--- src/rtl/dpram_fifo_ctrl_if.sv ---
// Producer/consumer stream bundle for the dual-port-RAM FIFO controller.
// master = the environment side, slave = the controller.
interface dpram_fifo_ctrl_if #(
  parameter int DATA_W = 8,
  parameter int ADDR_W = 6
);
  logic              wr_valid;
  logic              wr_ready;
  logic [DATA_W-1:0] wr_data;
  logic              rd_valid;
  logic              rd_ready;
  logic [DATA_W-1:0] rd_data;
  logic [ADDR_W:0]   count;

  modport master (
    output wr_valid, wr_data, rd_ready,
    input  wr_ready, rd_valid, rd_data, count
  );

  modport slave (
    input  wr_valid, wr_data, rd_ready,
    output wr_ready, rd_valid, rd_data, count
  );
endinterface

--- src/rtl/dpram_fifo_ctrl.sv ---
// Stream FIFO on an external 64x8 dual-port RAM: port A writes, port B reads,
// with a 2-entry prefetch buffer hiding the 1-cycle registered read.
module dpram_fifo_ctrl #(
  parameter int DATA_W = 8,
  parameter int ADDR_W = 6,
  parameter int DEPTH  = 64
) (
  input  logic              clk,
  input  logic              rst,
  dpram_fifo_ctrl_if.slave  s,
  output logic [ADDR_W-1:0] ram_addr_a,
  output logic [DATA_W-1:0] ram_data_a,
  output logic              ram_we_a,
  output logic [ADDR_W-1:0] ram_addr_b,
  output logic              ram_we_b,
  input  logic [DATA_W-1:0] ram_q_b
);
  localparam int UW = ADDR_W + 1;

  logic [ADDR_W-1:0] wr_ptr, rd_ptr;
  logic [UW-1:0]     ram_used;
  logic              inflight;
  logic [1:0]        occ;
  logic [DATA_W-1:0] slot0, slot1;

  logic       push, pop, fetch;
  logic [2:0] demand;
  logic [1:0] occ_shift;

  assign s.wr_ready = !rst && (ram_used < UW'(DEPTH));
  assign push       = s.wr_valid && s.wr_ready;
  assign pop        = s.rd_valid && s.rd_ready;

  // Buffer slots already spoken for once this cycle's pop leaves; only
  // pre-edge ram_used counts, so a word is never read in its write cycle.
  assign demand    = {1'b0, occ} + {2'b00, inflight} - {2'b00, pop};
  assign fetch     = (ram_used != '0) && (demand < 3'd2);
  assign occ_shift = occ - {1'b0, pop};

  assign ram_we_a   = push;
  assign ram_addr_a = wr_ptr;
  assign ram_data_a = s.wr_data;
  assign ram_addr_b = rd_ptr;
  assign ram_we_b   = 1'b0;

  assign s.rd_valid = (occ != 2'd0);
  assign s.rd_data  = slot0;
  assign s.count    = ram_used + UW'(inflight) + UW'(occ);

  always_ff @(posedge clk) begin
    if (rst) begin
      wr_ptr   <= '0;
      rd_ptr   <= '0;
      ram_used <= '0;
      inflight <= 1'b0;
      occ      <= 2'd0;
      slot0    <= '0;
      slot1    <= '0;
    end else begin
      if (push)  wr_ptr <= wr_ptr + ADDR_W'(1);
      if (fetch) rd_ptr <= rd_ptr + ADDR_W'(1);
      case ({push, fetch})
        2'b10:   ram_used <= ram_used + UW'(1);
        2'b01:   ram_used <= ram_used - UW'(1);
        default: ram_used <= ram_used;
      endcase
      inflight <= fetch;
      occ      <= occ_shift + {1'b0, inflight};
      if (pop) slot0 <= slot1;
      // Returning word lands in the first free slot after the pop shift.
      if (inflight) begin
        if (occ_shift == 2'd0) slot0 <= ram_q_b;
        else                   slot1 <= ram_q_b;
      end
    end
  end
endmodule

--- src/flat_wrapper.sv ---
// flat-port wrapper written by rule: the top's interface ports become plain ports
module dpram_fifo_ctrl_flat 
#(
  parameter int DATA_W = 8,
  parameter int ADDR_W = 6,
  parameter int DEPTH  = 64
)
  (clk, rst, ram_addr_a, ram_data_a, ram_we_a, ram_addr_b, ram_we_b, ram_q_b, s_wr_valid, s_wr_data, s_rd_ready, s_wr_ready, s_rd_valid, s_rd_data, s_count);
  dpram_fifo_ctrl_if #(.DATA_W(DATA_W), .ADDR_W(ADDR_W)) s_i ();
  input  logic clk;
  input  logic rst;
  output logic [ADDR_W-1:0] ram_addr_a;
  output logic [DATA_W-1:0] ram_data_a;
  output logic ram_we_a;
  output logic [ADDR_W-1:0] ram_addr_b;
  output logic ram_we_b;
  input  logic [DATA_W-1:0] ram_q_b;
  input wire logic [$bits(s_i.wr_valid)-1:0] s_wr_valid;
  input wire logic [$bits(s_i.wr_data)-1:0] s_wr_data;
  input wire logic [$bits(s_i.rd_ready)-1:0] s_rd_ready;
  output wire logic [$bits(s_i.wr_ready)-1:0] s_wr_ready;
  output wire logic [$bits(s_i.rd_valid)-1:0] s_rd_valid;
  output wire logic [$bits(s_i.rd_data)-1:0] s_rd_data;
  output wire logic [$bits(s_i.count)-1:0] s_count;
  assign s_i.wr_valid = s_wr_valid;
  assign s_i.wr_data = s_wr_data;
  assign s_i.rd_ready = s_rd_ready;
  assign s_wr_ready = s_i.wr_ready;
  assign s_rd_valid = s_i.rd_valid;
  assign s_rd_data = s_i.rd_data;
  assign s_count = s_i.count;
  dpram_fifo_ctrl #(.DATA_W(DATA_W), .ADDR_W(ADDR_W), .DEPTH(DEPTH)) u_core (.clk(clk), .rst(rst), .s(s_i), .ram_addr_a(ram_addr_a), .ram_data_a(ram_data_a), .ram_we_a(ram_we_a), .ram_addr_b(ram_addr_b), .ram_we_b(ram_we_b), .ram_q_b(ram_q_b));
endmodule
--- config.mk ---
export PLATFORM = sky130hd
export DESIGN_NAME = dpram_fifo_ctrl_flat
export DESIGN_NICKNAME = d
export VERILOG_FILES = /design/src/rtl/dpram_fifo_ctrl_if.sv /design/src/rtl/dpram_fifo_ctrl.sv /design/src/flat_wrapper.sv
export SDC_FILE = /design/constraint.sdc
export NUM_CORES = 1
export LEC_CHECK = 0
export BUFFER_PORTS_ARGS = -buffer_cell sky130_fd_sc_hd__buf_2
export CAP_MARGIN = 20
export CORE_ASPECT_RATIO = 1.5
export CORE_UTILIZATION = 56
export CTS_CLUSTER_SIZE = 14
export DETAILED_ROUTE_END_ITERATION = 10
export PLACE_DENSITY_LB_ADDON = 0.3
export SLEW_MARGIN = 40
export SYNTH_ARGS = -nofsm -noshare
export SYNTH_HDL_FRONTEND = slang
export SYNTH_SLANG_ARGS = --single-unit
--- constraint.sdc ---
create_clock -name clk -period 11.4 [get_ports clk]
set_input_delay 0.57 -clock clk [delete_from_list [all_inputs] [get_ports clk]]
set_output_delay 0.57 -clock clk [all_outputs]
set_load 0.1 [all_outputs]
== Word level (Yosys, flattened, before mapping) ==
Cells that the tools add are included.
Operators by class
  $add $sub $neg: 10
  order comparisons: 2
  equal/unequal tests: 2
  muxes and demuxes: 4
  bitwise operators: 1
  reductions and logical operators: 10
Operators by type and width (number)
  $mux 8: 3
  $pmux 7 s2: 1
  $add 6x1->6 const B: 2
  $add 7x1->7: 1
  $add 7x1->7 const B: 1
  $add 7x2->7: 1
  $lt 7x7->1 const B: 1
  $reduce_bool 7->1: 1
  $sub 7x1->7 const B: 1
  $logic_and 1x1->1: 4
  $reduce_bool 2->1: 2
  $add 2x1->3: 1
  $lt 3x2->1 const B: 1
  $sub 3x1->3: 1
  $add 2x1->2: 1
  $eq 2x1->1 const B: 1
  $eq 2x2->1 const B: 1
  $logic_not 2->1: 1
  $reduce_and 2->1: 1
  $sub 2x1->2: 1
  $logic_not 1->1: 1
  $not 1->1: 1
Word-level totals
  bits in registers: 38
  word-level logic and storage cells: 36

== Logic depth before layout (Yosys ltp) ==
Gate-level depths: netlist of run 1.
  depth in word-level cells: 7
  depth in mapped cells: 14
  depth with buffers taken out: 13

== Least setup slack after synthesis of run 1 ==
Ideal clock, no wire load.
  path type: reg-to-reg
  start: register u_core.occ[1]
  end: register u_core.ram_used[5]
  setup time: 0.134 ns
  arrival time: 4.275 ns
  slack: 6.991 ns
  stages on the path, launching flop included: 14
  path buffers: 1
  period minus slack after synthesis: 4.409 ns
  path through: dfxtp_1 -> or2_2 -> clkbuf_1 -> nand2_4 -> nor2_1 -> fa_1 -> o211ai_4 -> inv_1 -> ha_1 -> ha_1 -> a21o_1 -> a211oi_1 -> nor3_1 -> or4_1
Between the ends
  cells in the longest elaborated chain, start to end: 7
  elaborated cells on any way between the ends: 10
  classes of those cells: add/sub: 2; order compare: 1; eq/ne: 2; mux: 1; reduce/logical: 4
RTL lines
  from (decl): line dpram_fifo_ctrl.sv:23  | logic [1:0] occ;
  from (signal assigned): line dpram_fifo_ctrl.sv:68  | occ <= occ_shift + {1'b0, inflight};
  $reduce_bool 2->1 (*): line dpram_fifo_ctrl.sv:46  | assign s.rd_valid = (occ != 2'd0);
  named net s_rd_valid: line flat_wrapper.sv:22  | output wire logic [$bits(s_i.rd_valid)-1:0] s_rd_valid;
  $logic_and 1x1->1 (*): line dpram_fifo_ctrl.sv:32  | assign pop = s.rd_valid && s.rd_ready;
  $sub 3x1->3 (*): line dpram_fifo_ctrl.sv:36  | assign demand = {1'b0, occ} + {2'b00, inflight} - {2'b00, pop};
  $lt 3x2->1 (*): line dpram_fifo_ctrl.sv:37  | assign fetch = (ram_used != '0) && (demand < 3'd2);
  $logic_and 1x1->1 (*): line dpram_fifo_ctrl.sv:37
  named net u_core.fetch: line dpram_fifo_ctrl.sv:26  | logic push, pop, fetch;
  $eq 2x1->1 or $eq 2x2->1 (tied branches): line dpram_fifo_ctrl.sv:62  | case ({push, fetch})
  $pmux 7 s2 or $reduce_bool 2->1 (tied branches)
  to (signal assigned): line dpram_fifo_ctrl.sv:63  | 2'b10: ram_used <= ram_used + UW'(1);
  to (signal assigned): line dpram_fifo_ctrl.sv:64  | 2'b01: ram_used <= ram_used - UW'(1);
  to (signal assigned): line dpram_fifo_ctrl.sv:65  | default: ram_used <= ram_used;
  to (decl): line dpram_fifo_ctrl.sv:21  | logic [UW-1:0] ram_used;
The timed path passes the listed nets; every way through them passes the cells marked *.
A chain may end at the register's enable or synchronous reset.

== Worst setup path in the final report of run 1 ==
  start: register u_core.occ[1]
  end: register u_core.ram_used[5]
Between the ends
  cells in the longest elaborated chain, start to end: 7
  elaborated cells on any way between the ends: 10
  classes of those cells: add/sub: 2; order compare: 1; eq/ne: 2; mux: 1; reduce/logical: 4
RTL lines (line)
  branches (longest 2 deep; another with $add 2x1->3)
  $sub 3x1->3 (*): dpram_fifo_ctrl.sv:36
  $lt 3x2->1 (*): dpram_fifo_ctrl.sv:37
  $logic_and 1x1->1 (*): dpram_fifo_ctrl.sv:37
  named net u_core.fetch: dpram_fifo_ctrl.sv:26
  $eq 2x1->1 or $eq 2x2->1 (tied branches): dpram_fifo_ctrl.sv:62
  $pmux 7 s2 or $reduce_bool 2->1 (tied branches)
Mark *: on every way through the listed nets, which the timed path passes.

==> impl_metrics.toml, run 1 <==
[run_status]
status = "completed"

[detailed_routing]
drtPass1Iterations = 4
drc = 0
num_vias = 1665
ant_nets = 0
wl_per_cell_um = 13.1
via_per_inst = 5.53
drt_iter0_drc = 41
totalWireLength_um = 3940

[timing]
max_freq_mhz = 260
slew_headroom = 0.506
min_period_ps = 3840
whs_ps = 483
tightestPinTransition_ps = 740
hold_viol_final = 0
tns_ps = 0
fin_crit_sh = 0.337
setup-violations-final = 0
final.setup_skew_ps = 7.33
rsz0062_at_grt = "false"
maxSlewViolCount = 0

[critical_path]
rrSetupSlack_ps = 7560
crit_type = "register to register"
critPathMaxStageDelay_ps = 500
crit_slowest_cell = "or4_1"
cp_top_family = "simple AND/OR/NAND/NOR gates"
path_cells = "or2_2 -> nand2_4 -> nor2_1 -> fa_1 -> xnor2_2 -> o211ai_4 -> inv_1 -> ha_1 -> ha_1 -> a21o_1 -> a211oi_1 -> nor3_1 -> or4_1"
worstPathRequired_ps = 11570
path_max_fanout = 11
crit_start = "u_core.occ[1]"
start_kind = "register"
crit_buf_inv = 1
r2r-start = "u_core.occ[1]"
cpMostUsedCell = "ha_1"
endpoint_kind = "register"
arrival_ps = 4020

[clocking]
path_clk_slew_ps = 80
cts_tree = "done"
cts_hold_buf = 0
clk_latency_ps = 300
cts_made_buffers = 5
clockBufferDepth = 2
cts.sinks = 38
cts_setup_buffers = 0
cts_resized = 0
h-tree-depth = 2
clockRootBuffer = "clkbuf_8"

[synthesis]
synth_area_per_cell_um2 = 9.27
yosysTopAreaCellShare = 0.361
ys_types = 43
syn-cell-area_mm2 = 0.00210
yosys_register_bits = 38
synth_enable_flop_cells = 0
synth.largest_area_cell = "dfxtp_1"
synth_fp_nets = 262
ys_seq_area_frac = 0.361
synthTopCellsByCount = "dfxtp_1, nor2_1, mux2i_1"
yosysWarnings = 0
synth.area.top_cells = "dfxtp_1, mux2i_1, ha_1, nor2_1, xor2_1"
synth_most_common_cell = "dfxtp_1"
async_flop_share = 0
synth_cells = 227
synthFlopType = "dfxtp_1"

[job]
maxCapViolCount = 0

[cells_and_area]
drive_above_1_share = 0.224
area_delta_synth_final_pct = 12.9
fin_area_mm2 = 0.00238
regArea_um2 = 761
finalNetCount = 293
multi_input_area_mm2 = 0.00121
fin_util = 0.683
diodes = 0
n_fill_cell = 288

[floorplanning]
io_pins = 59
die_w_um = 52.1
core_mm2 = 0.00348
die_h_um = 77.1
start_util = 0.605
rows = 26
die-area_mm2 = 0.00401

[power_and_ir_drop]
p_leak_nw = 1.11
p_per_area_mw_per_mm2 = 317
p_total_mw = 0.754
ir_worst_vdd_uv = 240

[grt]
grt_max_degree = 44
antenna_found_initial = 0
overflow = 0
grt_usage = 0.210
grt_pass1_wl_um = 6350
first_global_vias = 1469

[worst_hold_path]
min_path_type = "register to register"
hp-start = "u_core.ram_addr_b[5]"

[place]
portBuffers = 41
dp_hpwl_um = 2810
place_congestion = 0.769
postPlaceCellArea_mm2 = 0.00226
-- where the power goes --
group / switching (mW) / internal (mW)
combinational: 0.331 / 0.121
clock: 0.0507 / 0.0651
sequential: 0.0248 / 0.161
total: 0.406 / 0.347
-- per-stage QoR --
| stage | std cells | setup slack, ps |
|---|---|---|
| 5_1_grt | 301 | 7340 |
| 3_3_place_gp | 293 | 7670 |
| 3_5_place_dp | 293 | 7560 |
| 6_report | 301 | 7560 |
| 4_1_cts | 301 | 7540 |
| 2_1_floorplan | 227 | 6990 |
-- kinds of logic (layout without fill, tap and decap cells) --
kind of cell    after synthesis  count (layout)  synth area share
simple gates                 76              76             0.187
flops                        38              38             0.361
compound gates               35              35             0.118
buf+inv                      26              58            0.0636
xor+xnor                     18              18            0.0785
mux                          18              18            0.0856
fa+ha+maj                    15              15             0.103
other cells                   1               1           0.00178
-- worst min-delay path, cell delays in order (launching register included) --
cell	delay, ps
dfxtp_1	320
o31ai_1	60
a21oi_1	60
-- state kept, by name, indices dropped and copies added, names as in the netlist --
register           cells
u_core.ram_addr_b      6
u_core.ram_used        7
u_core.occ             2
u_core.inflight        1
u_core.s.rd_data       8
u_core.slot1           8
u_core.ram_addr_a      6
-- final cells by class --
cell class / count / area share
Clock buffer: 5 / 0.0290
Clock inverter: 3 / 0.0190
Inverter: 9 / 0.0142
Multi-Input combinational cell: 163 / 0.509
Sequential cell: 38 / 0.320
Tap cell: 42 / 0.0221
Timing Repair Buffer: 41 / 0.0864
-- per-layer routing --
metal  vias up  wire length [µm]  share of wire  global-route usage
li1        844                 -              -                   -
met2        37              1990           0.50               0.353
met3         5               170          0.043              0.0456
met5         -                 0              0                   0
met1       779              1700           0.43               0.238
met4         0                79          0.020               0.111
-- path summary, 6_finish.rpt --
path | depth (start not counted) | end
worst max-delay path | 13 | u_core.ram_used[5]
worst max register to register | 13 | u_core.ram_used[5]
worst min-delay path | 2 | u_core.ram_addr_b[5]
worst min register to register | 2 | u_core.ram_addr_b[5]
-- cells in the final DEF (no fill, tap or decap), drive strengths merged, types with 4 or more instances in the layout --
master / count
nor4b: 4
inv: 8
mux2i: 18
nor2: 33
buf: 41
a211oi: 11
clkbuf: 5
a21oi: 8
ha: 11
xor2: 11
nand2: 11
dfxtp: 38
xnor2: 7
fa: 4
or3: 4
or4: 4
o21ai: 6
(Power assumes the default switching activity.)
==> run 2, diff against run 1 <==
CORE_UTILIZATION = 47   (was 56)
clock period = 3.15 ns   (was 11.4 ns; I/O delays follow)
==> run 2 against run 1 <==
  * Fmax increased by 27%
  * Combinational power rose to 4.1 times the previous value
  * First-iteration DRC count is 24% lower
  * Worst hold slack got worse by 360 ps
  * Global-route usage is 2.3 points lower
  * Clock power grew to 3.7 times the previous value
  * Sequential cell count stayed put
  * Via count is 0.30% higher
  * Critical path depth unchanged
  * Count of clock-buffer cells in the layout is 2 higher
  * Sequential share of layout area fell by 2.0 points
  * Die area increased by 19%
  * Largest cell class unchanged
==> impl_metrics.toml, run 2 (synthesis results as in run 1) <==
[timing]
setup-violations-final = 0
final.setup_skew_ps = 2.69
min_period_ps = 3030
tns_ps = 0
whs_ps = 124
maxSlewViolCount = 0
slew_headroom = 0.596
tightestPinTransition_ps = 605
max_freq_mhz = 330
hold_viol_final = 0
fin_crit_sh = 0.961
rsz0062_at_grt = "false"
setup_ws_ps = 123

[cells_and_area]
multi_input_area_mm2 = 0.00132
final_cells = 312
final_common_cell = "buf_2"
finalNetCount = 300
n_fill_cell = 397
regArea_um2 = 764
drive_above_1_share = 0.289
diodes = 0
fin_area_mm2 = 0.00255
layout_common_cells = "buf_2, dfxtp_1, nor2_1"
area_delta_synth_final_pct = 21.2
fin_util = 0.601

[critical_path]
reg2reg_to = "u_core.ram_used[6]"
crit_slowest_cell = "or4_1"
arrival_ps = 3250
r2r-start = "u_core.occ[1]"
cp_top_family = "simple AND/OR/NAND/NOR gates"
rrSetupSlack_ps = 120
crit_buf_inv = 1
start_kind = "register"
path_cells = "or2_4 -> nand2_8 -> nor2_4 -> fa_2 -> xnor2_4 -> o211ai_4 -> inv_2 -> ha_4 -> ha_1 -> o21ai_1 -> or4_1 -> a31o_1 -> a21oi_1"
cp.depth = 13
crit_type = "register to register"
ff2ff_path_depth = 13
path_max_fanout = 7
worstPathRequired_ps = 3370
endpoint_kind = "register"
critPathMaxStageDelay_ps = 530

[floorplanning]
die_h_um = 84.0
die-area_mm2 = 0.00475
die_w_um = 56.6
start_util = 0.496
core_mm2 = 0.00425
io_pins = 59
rows = 29

[clocking]
h-tree-depth = 2
cts_made_buffers = 5
clk_latency_ps = 290
cts_hold_buf = 0
path_clk_slew_ps = 70
clockRootBuffer = "clkbuf_8"
clockBufferDepth = 2
cts.sinks = 38
cts_tree = "done"

[detailed_routing]
via_per_inst = 5.35
num_vias = 1670
drt_iter0_drc = 31
drc = 0
totalWireLength_um = 4180
drtPass1Iterations = 4
wl_per_cell_um = 13.4
ant_nets = 0

[power_and_ir_drop]
p_leak_nw = 1.14
switching_power_mw = 1.52
internal-power_mw = 1.43
clock_power_share = 0.145
p_sw_frac = 0.516
p_total_mw = 2.95
ir_worst_vdd_uv = 980
p_comb_frac = 0.629
p_per_area_mw_per_mm2 = 1160
pwr-share-seq = 0.226

[job]
maxCapViolCount = 0

[place]
place_congestion = 0.725
pre_cts_slack_ps = 78.5
portBuffers = 41
placed_cells = 303
dp_hpwl_um = 3130
postPlaceCellArea_mm2 = 0.00240

[worst_hold_path]
hp-start = "ram_q_b[5]"
hold_end = "u_core.slot1[5]"
whs_path_depth = 3
min_path_type = "input port to register"

[run_status]
status = "completed"

[grt]
first_global_vias = 1565
grt_usage = 0.187
grt_pass1_wl_um = 7020
antenna_found_initial = 0
grt_max_degree = 43
overflow = 0
run 2: power groups by stage:
stage               Sequential [mW]  Combinational (mW)  Clock [mW]
floorplan                      1.05                1.22           0
global placement              0.676                1.78           0
detailed placement            0.679                1.82           0
CTS                           0.668                1.82       0.438
global route                  0.684                1.98       0.459
finish                        0.668                1.86       0.429
run 2: worst reg2reg max path, stage by stage, from the launching register on:
cell      delay [ps]
dfxtp_4          400
or2_4            270
nand2_8           70
nor2_4            30
fa_2             370
xnor2_4          160
o211ai_4          80
inv_2             60
ha_4             210
ha_1             300
o21ai_1          130
or4_1            530
a31o_1           220
a21oi_1          120
run 2: repair_timing:
item,in CTS,in global routing
resized for setup,0,3
buffers inserted,0,1
endpoints found under the setup margin,0,3
run 2: worst max-delay path by stage:
stage / from / endpoint
3_3_place_gp: u_core.occ[1] / u_core.ram_used[5]
6_report: u_core.occ[1] / u_core.ram_used[6]
2_1_floorplan: u_core.occ[1] / u_core.ram_used[5]
3_5_place_dp: u_core.occ[1] / u_core.ram_used[5]
4_1_cts: u_core.occ[1] / u_core.ram_used[5]
5_1_grt: u_core.occ[1] / u_core.ram_used[5]
run 2: area by class of cell:
| class | instances | share of cell area |
|---|---|---|
| Clock inverter | 1 | 0.0118 |
| Tap cell | 46 | 0.0226 |
| Multi-Input combinational cell | 163 | 0.518 |
| Timing Repair Buffer | 48 | 0.101 |
| Sequential cell | 38 | 0.300 |
| Clock buffer | 7 | 0.0339 |
| Inverter | 9 | 0.0132 |
run 2: metal layers:
metal,GRT usage,part of all wire,routed length (µm)
met4,0.0665,0.013,55
met1,0.219,0.43,1790
met2,0.329,0.53,2220
met3,0.0403,0.029,121
met5,0,0,0
==> run 3, diff against run 2 <==
RECOVER_POWER = 25   (was unset)
==> run 3 against run 2 <==
  * Sequential power hardly changed
  * Sequential cell count stayed put
  * Sequential share of layout area is 0.16 points higher
  * Critical path type unchanged
  * Count of clock-buffer cells in the layout stayed put
  * Non-clock buffer count stayed put
  * Global-route usage stayed put
  * Fmax hardly changed
  * Clock power hardly changed
  * Power is 0.33% lower
==> impl_metrics.toml, run 3 (synthesis results as in run 1) <==
[critical_path]
worstPathRequired_ps = 3370
r2r-start = "u_core.occ[1]"
crit_type = "register to register"
path_cells = "or2_4 -> nand2_8 -> nor2_4 -> fa_2 -> xnor2_4 -> o211ai_4 -> inv_2 -> ha_4 -> ha_1 -> o21ai_1 -> or4_1 -> a31o_1 -> a21oi_1"
crit_start = "u_core.occ[1]"
crit_slowest_cell = "or4_1"
path_max_fanout = 7
endpoint_kind = "register"
start_kind = "register"
arrival_ps = 3250
critPathMaxStageDelay_ps = 530

[clocking]
path_clk_slew_ps = 70
h-tree-depth = 2
clockRootBuffer = "clkbuf_8"
cts_made_buffers = 5
cts.sinks = 38
cts_hold_buf = 0
cts_tree = "done"
clk_latency_ps = 290
clockBufferDepth = 2

[timing]
setup-violations-final = 0
tns_ps = 0
tightestPinTransition_ps = 1160
slew_headroom = 0.228
rsz0062_at_grt = "false"
min_period_ps = 3030
final.setup_skew_ps = 2.69
fin_crit_sh = 0.961
hold_viol_final = 0
maxSlewViolCount = 0
max_freq_mhz = 330

[floorplanning]
core_mm2 = 0.00425
die_w_um = 56.6
die_h_um = 84.0
rows = 29
start_util = 0.496
die-area_mm2 = 0.00475
io_pins = 59

[power_and_ir_drop]
p_per_area_mw_per_mm2 = 1160
p_total_mw = 2.94
ir_worst_vdd_uv = 975
p_leak_nw = 1.10

[detailed_routing]
num_vias = 1672
drt_iter0_drc = 29
drc = 0
wl_per_cell_um = 13.4
drtPass1Iterations = 4
ant_nets = 0
totalWireLength_um = 4190
via_per_inst = 5.36

[cells_and_area]
final_cells = 312
diodes = 0
fin_area_mm2 = 0.00254
final_common_cell = "dfxtp_1"
drive_above_1_share = 0.248
layout_common_cells = "dfxtp_1, nor2_1, buf_2"
area_delta_synth_final_pct = 20.5
finalNetCount = 300
fin_util = 0.597

[place]
postPlaceCellArea_mm2 = 0.00240
portBuffers = 41
place_congestion = 0.725
placed_cells = 303
dp_hpwl_um = 3130

[grt]
grt_max_degree = 43
grt_pass1_wl_um = 7020
overflow = 0
grt_usage = 0.187
first_global_vias = 1565
antenna_found_initial = 0

[worst_hold_path]
hp-start = "ram_q_b[5]"
min_path_type = "input port to register"

[job]
maxCapViolCount = 0

[run_status]
status = "completed"
## run 3: changes by cell type in the layout (fill, tap and decap cells not counted)
cell / before / now
clkbuf_1: 1 / 12
buf_2: 41 / 30
## run 3: power breakdown
part	internal, mW	leakage (nW)	total (mW)	switching [mW]
Clock	0.258	0.0585	0.428	0.170
Sequential	0.585	0.310	0.669	0.0848
Combinational	0.578	0.728	1.85	1.27
## run 3: what timing repair did
action / CTS / global route
buffers inserted: 0 / 1
endpoints found under the setup margin: 0 / 3
gates resized for setup: 0 / 3
## run 3: cell type report
class / count / area [µm²]
clock buffer: 7 / 86.3
multi-input combinational: 163 / 1320
timing repair buffer: 48 / 244
sequential: 38 / 764
fill: 406 / 1710
inverter: 9 / 33.8
tap: 46 / 57.6
clock inverter: 1 / 30.0
## run 3: worst max-delay path, delay by kind of cell, from the launching register on
family / cells / cell delay (ps)
buf+inv: 1 / 60
fa+ha+maj: 3 / 880
compound gates: 4 / 550
xor+xnor: 1 / 160
simple gates: 4 / 900
flops: 1 / 400
## run 3: per-stage QoR
step / hold WS [ps] / setup slack (ps)
after detailed placement: 316 / 78.5
after CTS: 117 / 65.2
after global routing: 141 / 20.4
after floorplan: 305 / -50.4
after global placement: 316 / 188
final: 125 / 123
## run 3: worst paths after layout
path | end | slack (ps) | cells past startpoint
setup / recovery | u_core.ram_used[6] | 120 | 13
hold / removal | u_core.slot1[5] | 130 | 3
setup reg to reg | u_core.ram_used[6] | 120 | 13
hold reg to reg | u_core.ram_addr_b[5] | 480 | 2
## run 3: routing by layer
metal | track usage | wire length, µm
met5 | 0 | 0
met4 | 0.0665 | 55
met3 | 0.0403 | 124
met2 | 0.329 | 2220
met1 | 0.219 | 1790
